## config.mk

```make
export PLATFORM = sky130hd
export DESIGN_NAME = lsu_ctrl
export DESIGN_NICKNAME = d
export VERILOG_FILES = /design/src/rtl/lsu_ctrl.sv
export SDC_FILE = /design/constraint.sdc
export NUM_CORES = 1
export LEC_CHECK = 0
export CORE_ASPECT_RATIO = 1.4
export CORE_UTILIZATION = 41
export CTS_BUF_LIST = sky130_fd_sc_hd__clkbuf_2 sky130_fd_sc_hd__clkbuf_4 sky130_fd_sc_hd__clkbuf_8
export DETAILED_ROUTE_END_ITERATION = 8
export PLACE_DENSITY_LB_ADDON = 0.2
export SLEW_MARGIN = 10
export SYNTH_ARGS = -nofsm -noshare
export SYNTH_HDL_FRONTEND = slang
export SYNTH_SLANG_ARGS = --single-unit
```

## constraint.sdc

```tcl
create_clock -name clk -period 3.3 [get_ports clk]
set_input_delay 0.33 -clock clk [delete_from_list [all_inputs] [get_ports clk]]
set_output_delay 0.33 -clock clk [all_outputs]
set_load 0.05 [all_outputs]
```

## src/rtl/lsu_ctrl.sv

```systemverilog
// rtl/lsu_ctrl.sv - load/store sequencer: lane alignment, bus handshake, timeout, load extension
module lsu_ctrl #(
    parameter int TIMEOUT = 255
) (
    input  logic        clk,
    input  logic        rst,
    input  logic        req_valid,
    input  logic        mem_rd_ena,
    input  logic        mem_wr_ena,
    input  logic [6:0]  load_info,
    input  logic [3:0]  save_info,
    input  logic [63:0] addr,
    input  logic [63:0] wdata,
    output logic        stall,
    output logic        done,
    output logic        err,
    output logic [63:0] rdata,
    output logic        bus_valid,
    input  logic        bus_ready,
    output logic        bus_wr,
    output logic [63:0] bus_addr,
    output logic [7:0]  bus_wmask,
    output logic [63:0] bus_wdata,
    input  logic [63:0] bus_rdata
);

    // Counter only ever needs to reach TIMEOUT-1; keep at least one bit for TIMEOUT=1.
    localparam int            CW       = (TIMEOUT > 1) ? $clog2(TIMEOUT) : 1;
    localparam logic [CW-1:0] CNT_LAST = CW'(TIMEOUT - 1);

    typedef enum logic [1:0] {
        S_IDLE = 2'd0,
        S_REQ  = 2'd1,
        S_DONE = 2'd2
    } state_t;

    state_t        r_state;
    state_t        w_next;
    logic [CW-1:0] r_cnt;
    logic [1:0]    r_size;
    logic          r_signed;
    logic [2:0]    r_off;

    logic          w_mem;
    logic          w_dec_ok;
    logic [1:0]    w_size;
    logic          w_sign;
    logic          w_misal;
    logic          w_accept;
    logic          w_reject;
    logic          w_timeout;
    logic [7:0]    w_mask;
    logic [63:0]   w_wrep;
    logic [63:0]   w_shift;
    logic [63:0]   w_ext;

    assign w_mem = req_valid & (mem_rd_ena | mem_wr_ena);

    // Decode the one-hot size field of the selected direction; any other pattern is illegal.
    always_comb begin
        w_dec_ok = 1'b0;
        w_size   = 2'd0;
        w_sign   = 1'b0;
        if (mem_wr_ena) begin
            case (save_info)
                4'b0001: begin w_dec_ok = 1'b1; w_size = 2'd0; end
                4'b0010: begin w_dec_ok = 1'b1; w_size = 2'd1; end
                4'b0100: begin w_dec_ok = 1'b1; w_size = 2'd2; end
                4'b1000: begin w_dec_ok = 1'b1; w_size = 2'd3; end
                default: w_dec_ok = 1'b0;
            endcase
        end else begin
            case (load_info)
                7'b0000001: begin w_dec_ok = 1'b1; w_size = 2'd0; w_sign = 1'b1; end
                7'b0000010: begin w_dec_ok = 1'b1; w_size = 2'd1; w_sign = 1'b1; end
                7'b0000100: begin w_dec_ok = 1'b1; w_size = 2'd2; w_sign = 1'b1; end
                7'b0001000: begin w_dec_ok = 1'b1; w_size = 2'd3; end
                7'b0010000: begin w_dec_ok = 1'b1; w_size = 2'd0; end
                7'b0100000: begin w_dec_ok = 1'b1; w_size = 2'd1; end
                7'b1000000: begin w_dec_ok = 1'b1; w_size = 2'd2; end
                default:    w_dec_ok = 1'b0;
            endcase
        end
    end

    // Natural alignment check against the decoded access size.
    always_comb begin
        case (w_size)
            2'd0:    w_misal = 1'b0;
            2'd1:    w_misal = addr[0];
            2'd2:    w_misal = |addr[1:0];
            default: w_misal = |addr[2:0];
        endcase
    end

    // Asserting both enables is illegal regardless of what the size fields say.
    assign w_accept  = w_mem & ~(mem_rd_ena & mem_wr_ena) & w_dec_ok & ~w_misal;
    assign w_reject  = w_mem & ~w_accept;
    assign w_timeout = ~bus_ready & (r_cnt == CNT_LAST);

    // Byte-lane enables and replicated store data for the 64-bit bus word.
    always_comb begin
        case (w_size)
            2'd0: begin
                w_mask = 8'h01 << addr[2:0];
                w_wrep = {8{wdata[7:0]}};
            end
            2'd1: begin
                w_mask = 8'h03 << addr[2:0];
                w_wrep = {4{wdata[15:0]}};
            end
            2'd2: begin
                w_mask = 8'h0F << addr[2:0];
                w_wrep = {2{wdata[31:0]}};
            end
            default: begin
                w_mask = 8'hFF;
                w_wrep = wdata;
            end
        endcase
    end

    // Move the addressed bytes down to bit 0, then sign- or zero-extend by access size.
    assign w_shift = bus_rdata >> {r_off, 3'b000};

    always_comb begin
        case (r_size)
            2'd0:    w_ext = r_signed ? {{56{w_shift[7]}},  w_shift[7:0]}  : {56'd0, w_shift[7:0]};
            2'd1:    w_ext = r_signed ? {{48{w_shift[15]}}, w_shift[15:0]} : {48'd0, w_shift[15:0]};
            2'd2:    w_ext = r_signed ? {{32{w_shift[31]}}, w_shift[31:0]} : {32'd0, w_shift[31:0]};
            default: w_ext = w_shift;
        endcase
    end

    // Pipeline hold: a memory op waiting in IDLE, or any cycle with the bus busy.
    assign stall = (w_mem & (r_state == S_IDLE)) | (r_state == S_REQ);

    // State register.
    always_ff @(posedge clk) begin
        if (rst) begin
            r_state <= S_IDLE;
        end else begin
            r_state <= w_next;
        end
    end

    // Next-state logic.
    always_comb begin
        w_next = r_state;
        case (r_state)
            S_IDLE: begin
                if (w_accept) begin
                    w_next = S_REQ;
                end else if (w_reject) begin
                    w_next = S_DONE;
                end
            end
            S_REQ: begin
                if (bus_ready || w_timeout) begin
                    w_next = S_DONE;
                end
            end
            S_DONE:  w_next = S_IDLE;
            default: w_next = S_IDLE;
        endcase
    end

    // Registered bus outputs, completion flags, load result and the timeout counter.
    always_ff @(posedge clk) begin
        if (rst) begin
            bus_valid <= 1'b0;
            bus_wr    <= 1'b0;
            bus_addr  <= 64'd0;
            bus_wmask <= 8'd0;
            bus_wdata <= 64'd0;
            done      <= 1'b0;
            err       <= 1'b0;
            rdata     <= 64'd0;
            r_cnt     <= '0;
            r_size    <= 2'd0;
            r_signed  <= 1'b0;
            r_off     <= 3'd0;
        end else begin
            done <= 1'b0;
            err  <= 1'b0;
            case (r_state)
                S_IDLE: begin
                    if (w_accept) begin
                        bus_valid <= 1'b1;
                        bus_wr    <= mem_wr_ena;
                        bus_addr  <= {addr[63:3], 3'b000};
                        bus_wmask <= w_mask;
                        bus_wdata <= mem_wr_ena ? w_wrep : 64'd0;
                        r_size    <= w_size;
                        r_signed  <= w_sign;
                        r_off     <= addr[2:0];
                        r_cnt     <= '0;
                    end else if (w_reject) begin
                        done <= 1'b1;
                        err  <= 1'b1;
                    end
                end
                S_REQ: begin
                    if (bus_ready) begin
                        bus_valid <= 1'b0;
                        done      <= 1'b1;
                        if (!bus_wr) begin
                            rdata <= w_ext;
                        end
                    end else if (w_timeout) begin
                        bus_valid <= 1'b0;
                        done      <= 1'b1;
                        err       <= 1'b1;
                    end else begin
                        r_cnt <= r_cnt + 1'b1;
                    end
                end
                default: begin
                end
            endcase
        end
    end

endmodule

```

# --- Word-level counts from Yosys, hierarchy flattened ---
# Cells that the tools add are included.
totals:
  ff_bits: 217
  input_bits: 209
  out_inout_bits: 205
  wordCells: 108
op_classes:
  n_addsub: 1
  eq_ne: 23
  n_shift: 4
  mux: 35
  n_bitwise: 15
  n_reduce_logical: 17
op_table:
  columns: ["operator", "n"]
  rows:
  - ["$pmux 64 s3", 2]
  - ["$mux 64", 4]
  - ["$shr 64x6->64", 1]
  - ["$mux 8", 3]
  - ["$pmux 8 s3", 1]
  - ["$pmux 8 s2", 1]
  - ["$mux 1", 13]
  - ["$pmux 2 s3", 2]
  - ["$add 8x1->8 const B", 1]
  - ["$and 1x1->1", 8]
  - ["$eq 8x8->1 const B", 1]
  - ["$mux 2", 4]
  - ["$shl 1x3->8 const A", 1]
  - ["$shl 2x3->8 const A", 1]
  - ["$shl 4x3->8 const A", 1]
  - ["$eq 7x1->1 const B", 1]
  - ["$eq 7x2->1 const B", 1]
  - ["$eq 7x3->1 const B", 1]
  - ["$eq 7x4->1 const B", 1]
  - ["$eq 7x5->1 const B", 1]
  - ["$eq 7x6->1 const B", 1]
  - ["$eq 7x7->1 const B", 1]
  - ["$reduce_or 7->1", 1]
  - ["$eq 2x1->1 const B", 3]
  - ["other kinds (22)", 40]

# --- Logic depth before layout (Yosys ltp) ---
# Gate-level depths: netlist of run 1.
depth:
  word_depth: 13
  mapped_depth: 15
  mapped_depth_nobuf: 11

# --- Worst setup path before layout of run 1 ---
# Ideal clock, no wire load.
synth_path:
  kind: "input to register"
  startpoint: "input load_info[1]"
  endpoint: "register bus_wmask[0]"
  setup_ns: 0.130
  arrival_ns: 3.175
  required_time_ns: 3.170
  path_slack_ns: -0.006
  stages: 14
  path_buffers: 4
  cell_sequence: "clkbuf_1 -> xor2_1 -> o21ai_0 -> o41ai_1 -> inv_1 -> ha_1 -> clkbuf_1 -> nor2_1 -> o2111ai_2 -> a2111o_1 -> buf_2 -> buf_2 -> nor4_1 -> nor3_1"
synth_via:
  elab_chain_cells: 9
  elab_cells_between_ends: 23
  cone_classes: "eq/ne (9); mux (6); bitwise (3); reduce/logical (5)"
synth_rtl:
  columns: ["item", "line_no", "rtl"]
  rows:
  - ["start: declaration", "10", "input logic [6:0] load_info,"]
  - ["$eq 7x7->1, or another cell as far along", "73", "case (load_info)"]
  - ["$reduce_or 2->1 (no line)", null, null]
  - ["$pmux 2 s3 *", "73", null]
  - ["$mux 2 *", "64", "if (mem_wr_ena) begin"]
  - ["net w_size[0]", "46", "logic [1:0] w_size;"]
  - ["$eq 2x2->1, or another cell as far along", "88, 103", null]
  - ["$pmux 1 s3", "88", "case (w_size)"]
  - ["$not 1->1", "97", "assign w_accept = w_mem & ~(mem_rd_ena & mem_wr_ena) & w_dec_ok & ~w_misal;"]
  - ["$and 1x1->1", "97", null]
  - ["$reduce_and 2->1 (no line)", null, null]
  - ["end signal: assignment", "192", "bus_wmask <= w_mask;"]
  - ["end: declaration", "22", "output logic [7:0] bus_wmask,"]
# The timed path passes the listed nets; every way through them passes the cells marked *.
# A chain may end at the register's enable or synchronous reset.

# --- Worst setup path in the final report of run 1 ---
layout_path:
  startpoint: "input load_info[3]"
  endpoint: "register bus_addr[12]"
layout_via:
  elab_chain_cells: 9
  elab_cells_between_ends: 22
  cone_classes: "eq/ne (9); mux (5); bitwise (3); reduce/logical (5)"
layout_rtl:
  columns: ["item", "line_no", "rtl"]
  rows:
  - ["$eq 7x7->1, or another cell as far along", "73", null]
  - ["$reduce_or 2->1 (no line)", null, null]
  - ["$pmux 2 s3 *", "73", null]
  - ["$mux 2 *", "64", null]
  - ["net w_size[0]", "46", null]
  - ["$eq 2x2->1, or another cell as far along", "88", null]
  - ["$pmux 1 s3 *", "88", null]
  - ["$not 1->1 *", "97", null]
  - ["$and 1x1->1 *", "97", null]
  - ["$reduce_and 2->1 (no line) *", null, null]
  - ["end signal: assignment", "191", "bus_addr <= {addr[63:3], 3'b000};"]
  - ["end: declaration", "21", "output logic [63:0] bus_addr,"]
# Marks and branches as above.

==> results of run 1 <==
[state kept, by name (all words and copies together), names as in the netlist]
name,count
bus_wdata,64
bus_wr,1
r_cnt,8
rdata,64
bus_valid,1
bus_addr,61
err,1
r_signed,1
done,1
r_off,3
r_size,2
bus_wmask,8
r_state,2
[synthesized netlist by cell type (all sizes together) (21+ instances only)]
cell,instances,area (um^2)
dfxtp,217,4340
o21ai,125,626
nand2,115,432
a21oi,109,546
nor2,99,379
nand3,88,440
a211oi,80,626
clkbuf,80,300
nor2b,59,369
buf,49,289
o2bb2ai,48,420
mux2i,45,450
nor3,36,208
nand2b,21,131
[area by class of cell]
| cell class | count | area share |
|---|---|---|
| multi-input cells | 954 | 0.367 |
| well taps | 324 | 0.0250 |
| clock inverters | 5 | 0.00209 |
| flip-flops and latches | 217 | 0.269 |
| inverters | 11 | 0.00255 |
| clock buffers | 62 | 0.0473 |
| diodes | 1 | 0.000155 |
| repair buffers | 465 | 0.287 |
[logic make-up (layout without fill, tap and decap cells)]
kind of cell | Yosys count | in the layout | synth area share
fa+ha+maj | 7 | 7 | 0.00806
xor+xnor | 8 | 8 | 0.00645
mux | 65 | 65 | 0.0715
compound gates | 428 | 428 | 0.258
buf+inv | 140 | 543 | 0.0580
flops | 217 | 217 | 0.400
simple gates | 443 | 443 | 0.198
other cells | 1 | 4 | 0.000345
[through the flow]
step / power, uW / setup slack (ns)
floorplan: 3520 / 0.117
global placement: 4140 / -0.292
detailed placement: 4150 / -0.347
CTS: 6760 / 0.243
global route: 6970 / 0.0408
finish: 6710 / 0.176
[layer usage]
metal	vias up	part of all wire	track usage
met1	5419	0.36	0.308
met3	122	0.087	0.0860
met4	0	0.055	0.171
met5	-	0	0
li1	5492	-	-
met2	501	0.50	0.521
[worst min path at each step]
stage	startpoint	end	slack, ns	cells past startpoint
6_report	rst	rdata[7]$_SDFFE_PP0P_	0.20	2
5_1_grt	rst	r_state[0]$_SDFFE_PP0P_	0.20	2
4_1_cts	rst	r_state[0]$_SDFFE_PP0P_	0.15	2
3_5_place_dp	bus_wdata[51]$_SDFFE_PP0P_	bus_wdata[51]$_SDFFE_PP0P_	0.45	1
3_3_place_gp	bus_wdata[59]$_SDFFE_PP0P_	bus_wdata[59]$_SDFFE_PP0P_	0.44	1
2_1_floorplan	r_signed$_SDFFE_PP0P_	r_signed$_SDFFE_PP0P_	0.47	2
[power breakdown]
| group | leakage (uW) | internal [uW] | switching, uW | total (uW) |
|---|---|---|---|---|
| Sequential | 0.00176 | 2700 | 52.5 | 2750 |
| Combinational | 0.00318 | 570 | 781 | 1350 |
| Clock | 0.000422 | 1470 | 1140 | 2610 |
[worst register-to-register path: cells and delay by family, from the launching register on]
| kind | cells | cell delay [ns] |
|---|---|---|
| flops | 1 | 0.80 |
| simple gates | 3 | 0.37 |
| mux | 2 | 0.79 |
| buf+inv | 1 | 0.61 |
[cells in the final DEF, fill, tap and decap left out, types with 9 or more instances in the layout]
cell / netlist / layout
inv_1: 11 / 11
clkbuf_4: 0 / 14
o211ai_1: 13 / 13
o21ai_0: 125 / 125
nand2_1: 115 / 115
buf_12: 0 / 11
nor2_1: 98 / 98
mux2_2: 11 / 11
clkbuf_8: 0 / 48
mux4_2: 9 / 9
buf_4: 6 / 45
clkdlybuf4s50_1: 0 / 408
o2bb2ai_1: 48 / 48
a211oi_1: 75 / 75
dfxtp_1: 217 / 215
a21oi_1: 109 / 108
nand2b_1: 21 / 21
nor3_1: 33 / 33
nor2b_1: 59 / 59
mux2i_1: 45 / 45
nand3_1: 88 / 88
==> impl_results.md, run 1 <==
- Initial Util: 0.417
- Slew @ Worst Pin: 0.878 ns
- Multi-input gate area: 0.00594 mm^2
- Std-Cell Rows: 70
- Status: completed
- # setup viols final: 0
- Layout cells sized above 1: 0.0998
- Via count: 11534
- Critical-path top delay cell: a2111o_2
- CTS tree: built
- CTS Sinks: 217
- Pwr/cell area: 414 mW/mm^2
- Sequential cell area: 0.00435 mm^2
- WP buf/inv: 3
- Crit Path Max Fanout: 42
- Fill cells: 2315
- Hold_buf cts: 0
- Die span in y: 195 um
- CTS buffer count: 37
- Via/cell ratio: 5.66
- DP HPWL: 29200 um
- R2r endpoint: rdata[12]$_SDFFE_PP0P_
- Crit Path Class: input port to flop
- Worst setup EP type: flop
- Final instance area: 0.0162 mm^2
- Critical-path cell list: clkdlybuf4s50_1, xor2_1, o21ai_0, o41ai_2, inv_1, ha_1, nor2_1, o2111ai_2, a2111o_2, buf_12, o21ai_0, a21oi_1
- Fin crit share: 0.947
- Die area: 0.0272 mm^2
- Worst EP required: 3.70 ns
- WL per Instance: 19.9 um
- Setup_tns: 0 ns
- Final hold violations: 0
- H-tree depth: 2
- NumNets Final: 1902
- First-pass GRT wire length: 62900 um
- Largest net degree at the start of global routing: 77
- Post-synth EDFFs: 0
- FMAX: 320 MHz
- Hold Path Class: input port to flop
- Fin cells: 2039
- Relative max-transition margin: 0.406
- Yosys cell types: 60
- Worst-case reg-to-reg path depth: 6
- RSZ-0062 raised after global routing: no
- ANT nets after route: 0
- Synth Register Bits: 217
- R2R Setup Slk: 0.63 ns
- Final routed DRC violation total: 0
- Post-synth ARST share: 0
- Total setup buffers inserted after CTS: 0
- Placed cell area: 0.0154 mm^2
- Slew Limit Fails: 0
- Die width: 140 um
- CP dominant cell by count: o21ai_0
- Critical path launch point type: input port
- Max Cap Viol: 0
- Vias in the first global route: 11424
- Slowest stage delay, CP: 0.62 ns
- Final min period: 3.12 ns
- CTS resizes: 0
- Post-synthesis sequential area ratio: 0.400
- Total Routing Usage GR: 0.294
- RR Startpoint: r_off[1]$_SDFFE_PP0P_
- CP Depth: 12
- Post-Syn Instances: 1309
- Syn Area/Cell: 8.31 um^2
- Peak VDD IR: 288 uV
- Syn-to-layout area delta: 48.9%
- CTS root buffer: clkbuf_8
- I/O pin count: 414
- Total grt overflow: 0
- Clk_lat worst skew: 0.55 ns
- Clock Skews: 0.0313 ns
- Starting DRT DRC Count: 780
- CP Data Arrival Time: 3.52 ns
- Crit path from: load_info[3]
- Port Buf Inserts: 410
- Delay-heaviest family, CP: compound AO/OA/AOI/OAI gates
- Clock transition at the registers of the reported paths: 0.06 ns
- Static Leak: 0.00536 uW
- Hold slack: 0.198 ns
- Synthesis Warnings: 0
- End of the critical path: bus_addr[12]$_SDFFE_PP0P_
- Mapped Area: 0.0109 mm^2
- Core Region: 0.0261 mm^2
- CTS Buffer Depth: 3
- Initial antenna violation count: 1
- Placer Congestion: 0.999
- Final WL: 40700 um
- Fin util: 0.620
- DR pass1 iterations: 5
- Placed cells: 1971
- Ys flop type: dfxtp_1
Power figures use the tool's default switching activity.
==> run 2, diff against run 1 <==
--- a/config.mk
+++ b/config.mk
@@ -14,3 +14,4 @@
 export SYNTH_ARGS = -nofsm -noshare
 export SYNTH_HDL_FRONTEND = slang
 export SYNTH_SLANG_ARGS = --single-unit
+export TNS_END_PERCENT = 1
==> results of run 2 <==
No change in the layout: final DEF, timing and power equal those of run 1.
==> run 3, diff against run 2 <==
--- a/config.mk
+++ b/config.mk
@@ -6,6 +6,7 @@
 export NUM_CORES = 1
 export LEC_CHECK = 0
 export CORE_ASPECT_RATIO = 1.4
+export CORE_MARGIN = 4
 export CORE_UTILIZATION = 41
 export CTS_BUF_LIST = sky130_fd_sc_hd__clkbuf_2 sky130_fd_sc_hd__clkbuf_4 sky130_fd_sc_hd__clkbuf_8
 export DETAILED_ROUTE_END_ITERATION = 8
==> run 3 against run 2 <==
  * Critical path depth grew 2
  * Register-to-register slack gained 0.17 ns
  * Core utilization is essentially flat
  * Combinational power is essentially flat
  * Via count is essentially flat
  * Clock skew shrank 0.018 ns
  * First-iteration DRC count shrank 20%
  * Die area grew 7.5%
  * Clock power shrank 4%
  * Final area is essentially flat
  * Worst hold slack gained 0.0029 ns
  * Sequential power is essentially flat
  * Critical path type unchanged
  * Critical endpoint is now bus_wdata[5]$_SDFFE_PP0P_
  * Highest routed layer unchanged
==> impl_results.md, run 3 (synthesis results as in run 1) <==
- Delay-heaviest family, CP: compound AO/OA/AOI/OAI gates
- Most common cell after layout, fill and taps aside: clkdlybuf4s50_1
- Final hold violations: 0
- CP Data Arrival Time: 3.45 ns
- Worst setup EP type: flop
- Die span in y: 201 um
- Largest net degree at the start of global routing: 170
- Placer Congestion: 0.927
- ANT nets after route: 0
- Sequential cell area: 0.00435 mm^2
- Peak VDD IR: 294 uV
- Relative max-transition margin: 0.334
- Crit Path Max Fanout: 18
- I/O pin count: 414
- CTS root buffer: clkbuf_8
- Final min period: 3.00 ns
- Hold Crit Depth: 4
- WL per Instance: 20.5 um
- Hold Path Sink: r_state[1]$_SDFFE_PP0P_
- Most frequent cells in the layout: clkdlybuf4s50_1 (408), dfxtp_1 (215), o21ai_0 (125)
- Clock transition at the registers of the reported paths: 0.06 ns
- Via count: 11524
- Slew Limit Fails: 0
- Initial Util: 0.417
- Worst EP required: 3.75 ns
- Crit Path Class: input port to flop
- Placed cells: 1976
- Clk_lat worst skew: 0.54 ns
- H-tree depth: 2
- Final Power: 6620 uW
- FMAX: 333 MHz
- Clock Skews: 0.0129 ns
- Slowest stage delay, CP: 0.51 ns
- Core Region: 0.0261 mm^2
- Critical-path top delay cell: clkdlybuf4s50_1
- CTS Sinks: 217
- Fill cells: 2313
- WP buf/inv: 4
- Starting DRT DRC Count: 625
- DR pass1 iterations: 5
- First-pass GRT wire length: 64300 um
- Hold Crit Start: rst
- Largest regs: bus_wdata: 64 flops, rdata: 64 flops, bus_addr: 61 flops
- Vias in the first global route: 11533
- Hold Path Class: input port to flop
- Die width: 146 um
- Pwr/cell area: 409 mW/mm^2
- Syn-to-layout area delta: 48.9%
- NumNets Final: 1908
- Worst-case reg-to-reg path depth: 6
- CTS buffer count: 37
- Port Buf Inserts: 410
- Status: completed
- CTS tree: built
- R2R Setup Slk: 0.80 ns
- Initial antenna violation count: 1
- RR Startpoint: r_off[1]$_SDFFE_PP0P_
- Total Routing Usage GR: 0.272
- Critical path launch point type: input port
- Critical-path cell list: clkdlybuf4s50_1, xor2_1, o211ai_1, nor2_1, a21oi_1, inv_1, ha_2, a22oi_2, o2111ai_2, a2111oi_4, buf_4, buf_4, nand3_1, a21oi_1
- Die area: 0.0292 mm^2
- Total grt overflow: 0
- R2r endpoint: rdata[32]$_SDFFE_PP0P_
- Final routed DRC violation total: 0
- # setup viols final: 0
- Multi-input gate area: 0.00594 mm^2
- DP HPWL: 30400 um
- Fin cells: 2041
- Final WL: 41800 um
- Fin crit share: 0.911
- Static Leak: 0.00537 uW
- Max Cap Viol: 0
- Layout cells sized above 1: 0.101
- Via/cell ratio: 5.65
- Std-Cell Rows: 70
- CTS Buffer Depth: 3
- RSZ-0062 raised after global routing: no
- Slew @ Worst Pin: 0.984 ns
-- run 3: through the flow --
stage / setup slack, ns / area, um^2 / utilization / setup TNS (ns) / hold WS (ns)
after CTS: 0.233 / 16200 / 0.620 / 0 / 0.163
after global placement: -0.255 / 15400 / 0.591 / -29.62 / 0.443
after floorplan: 0.117 / 10900 / - / 0 / 0.474
after detailed placement: -0.332 / 15400 / 0.591 / -39.29 / 0.445
after global routing: 0.00342 / 16200 / 0.620 / 0 / 0.199
final: 0.295 / 16200 / 0.620 / 0 / 0.201
-- run 3: cell type report --
cell class                      count  share of cell area
Antenna cell                        1            0.000155
Inverter                           11             0.00255
Clock buffer                       58              0.0454
Clock inverter                      5             0.00170
Tap cell                          324              0.0250
Sequential cell                   217               0.268
Timing Repair Buffer              471               0.290
Multi-Input combinational cell    954               0.367
-- run 3: worst max path at each step --
| stage | from | to | slack (ns) | cells after the start |
|---|---|---|---|---|
| after floorplan | load_info[1] | bus_wmask[0]$_SDFFE_PP0P_ | 0.12 | 14 |
| after global placement | load_info[3] | bus_wmask[5]$_SDFFE_PP0P_ | -0.25 | 13 |
| after detailed placement | load_info[3] | r_size[1]$_SDFFE_PP0P_ | -0.33 | 13 |
| after CTS | load_info[3] | bus_wmask[4]$_SDFFE_PP0P_ | 0.23 | 13 |
| after global routing | load_info[3] | bus_addr[40]$_SDFFE_PP0P_ | 0.003 | 14 |
| final | load_info[3] | bus_wdata[5]$_SDFFE_PP0P_ | 0.30 | 14 |
-- run 3: tightest hold or removal path: stages --
cell     delay, ns
buf_4         0.13
nor2_1        0.09
nand2_1       0.09
a21oi_1       0.04
-- run 3: report_power, final --
| part | internal [uW] | switching (uW) |
|---|---|---|
| registers | 2700 | 47.2 |
| clock network | 1410 | 1100 |
| logic | 575 | 789 |
| total | 4680 | 1940 |
-- run 3: per-layer routing --
metal / vias to the layer above / GRT usage / part of all wire
met5: - / 0 / 0
li1: 5507 / - / -
met1: 5411 / 0.295 / 0.36
met2: 495 / 0.479 / 0.50
met3: 111 / 0.0770 / 0.079
met4: 0 / 0.147 / 0.056
-- run 3: repair_timing --
action                     4_1_cts  5_1_grt
hold buffers                     0        0
setup buffers                    0        1
setup endpoints to repair        0      137
resized for setup                0        1
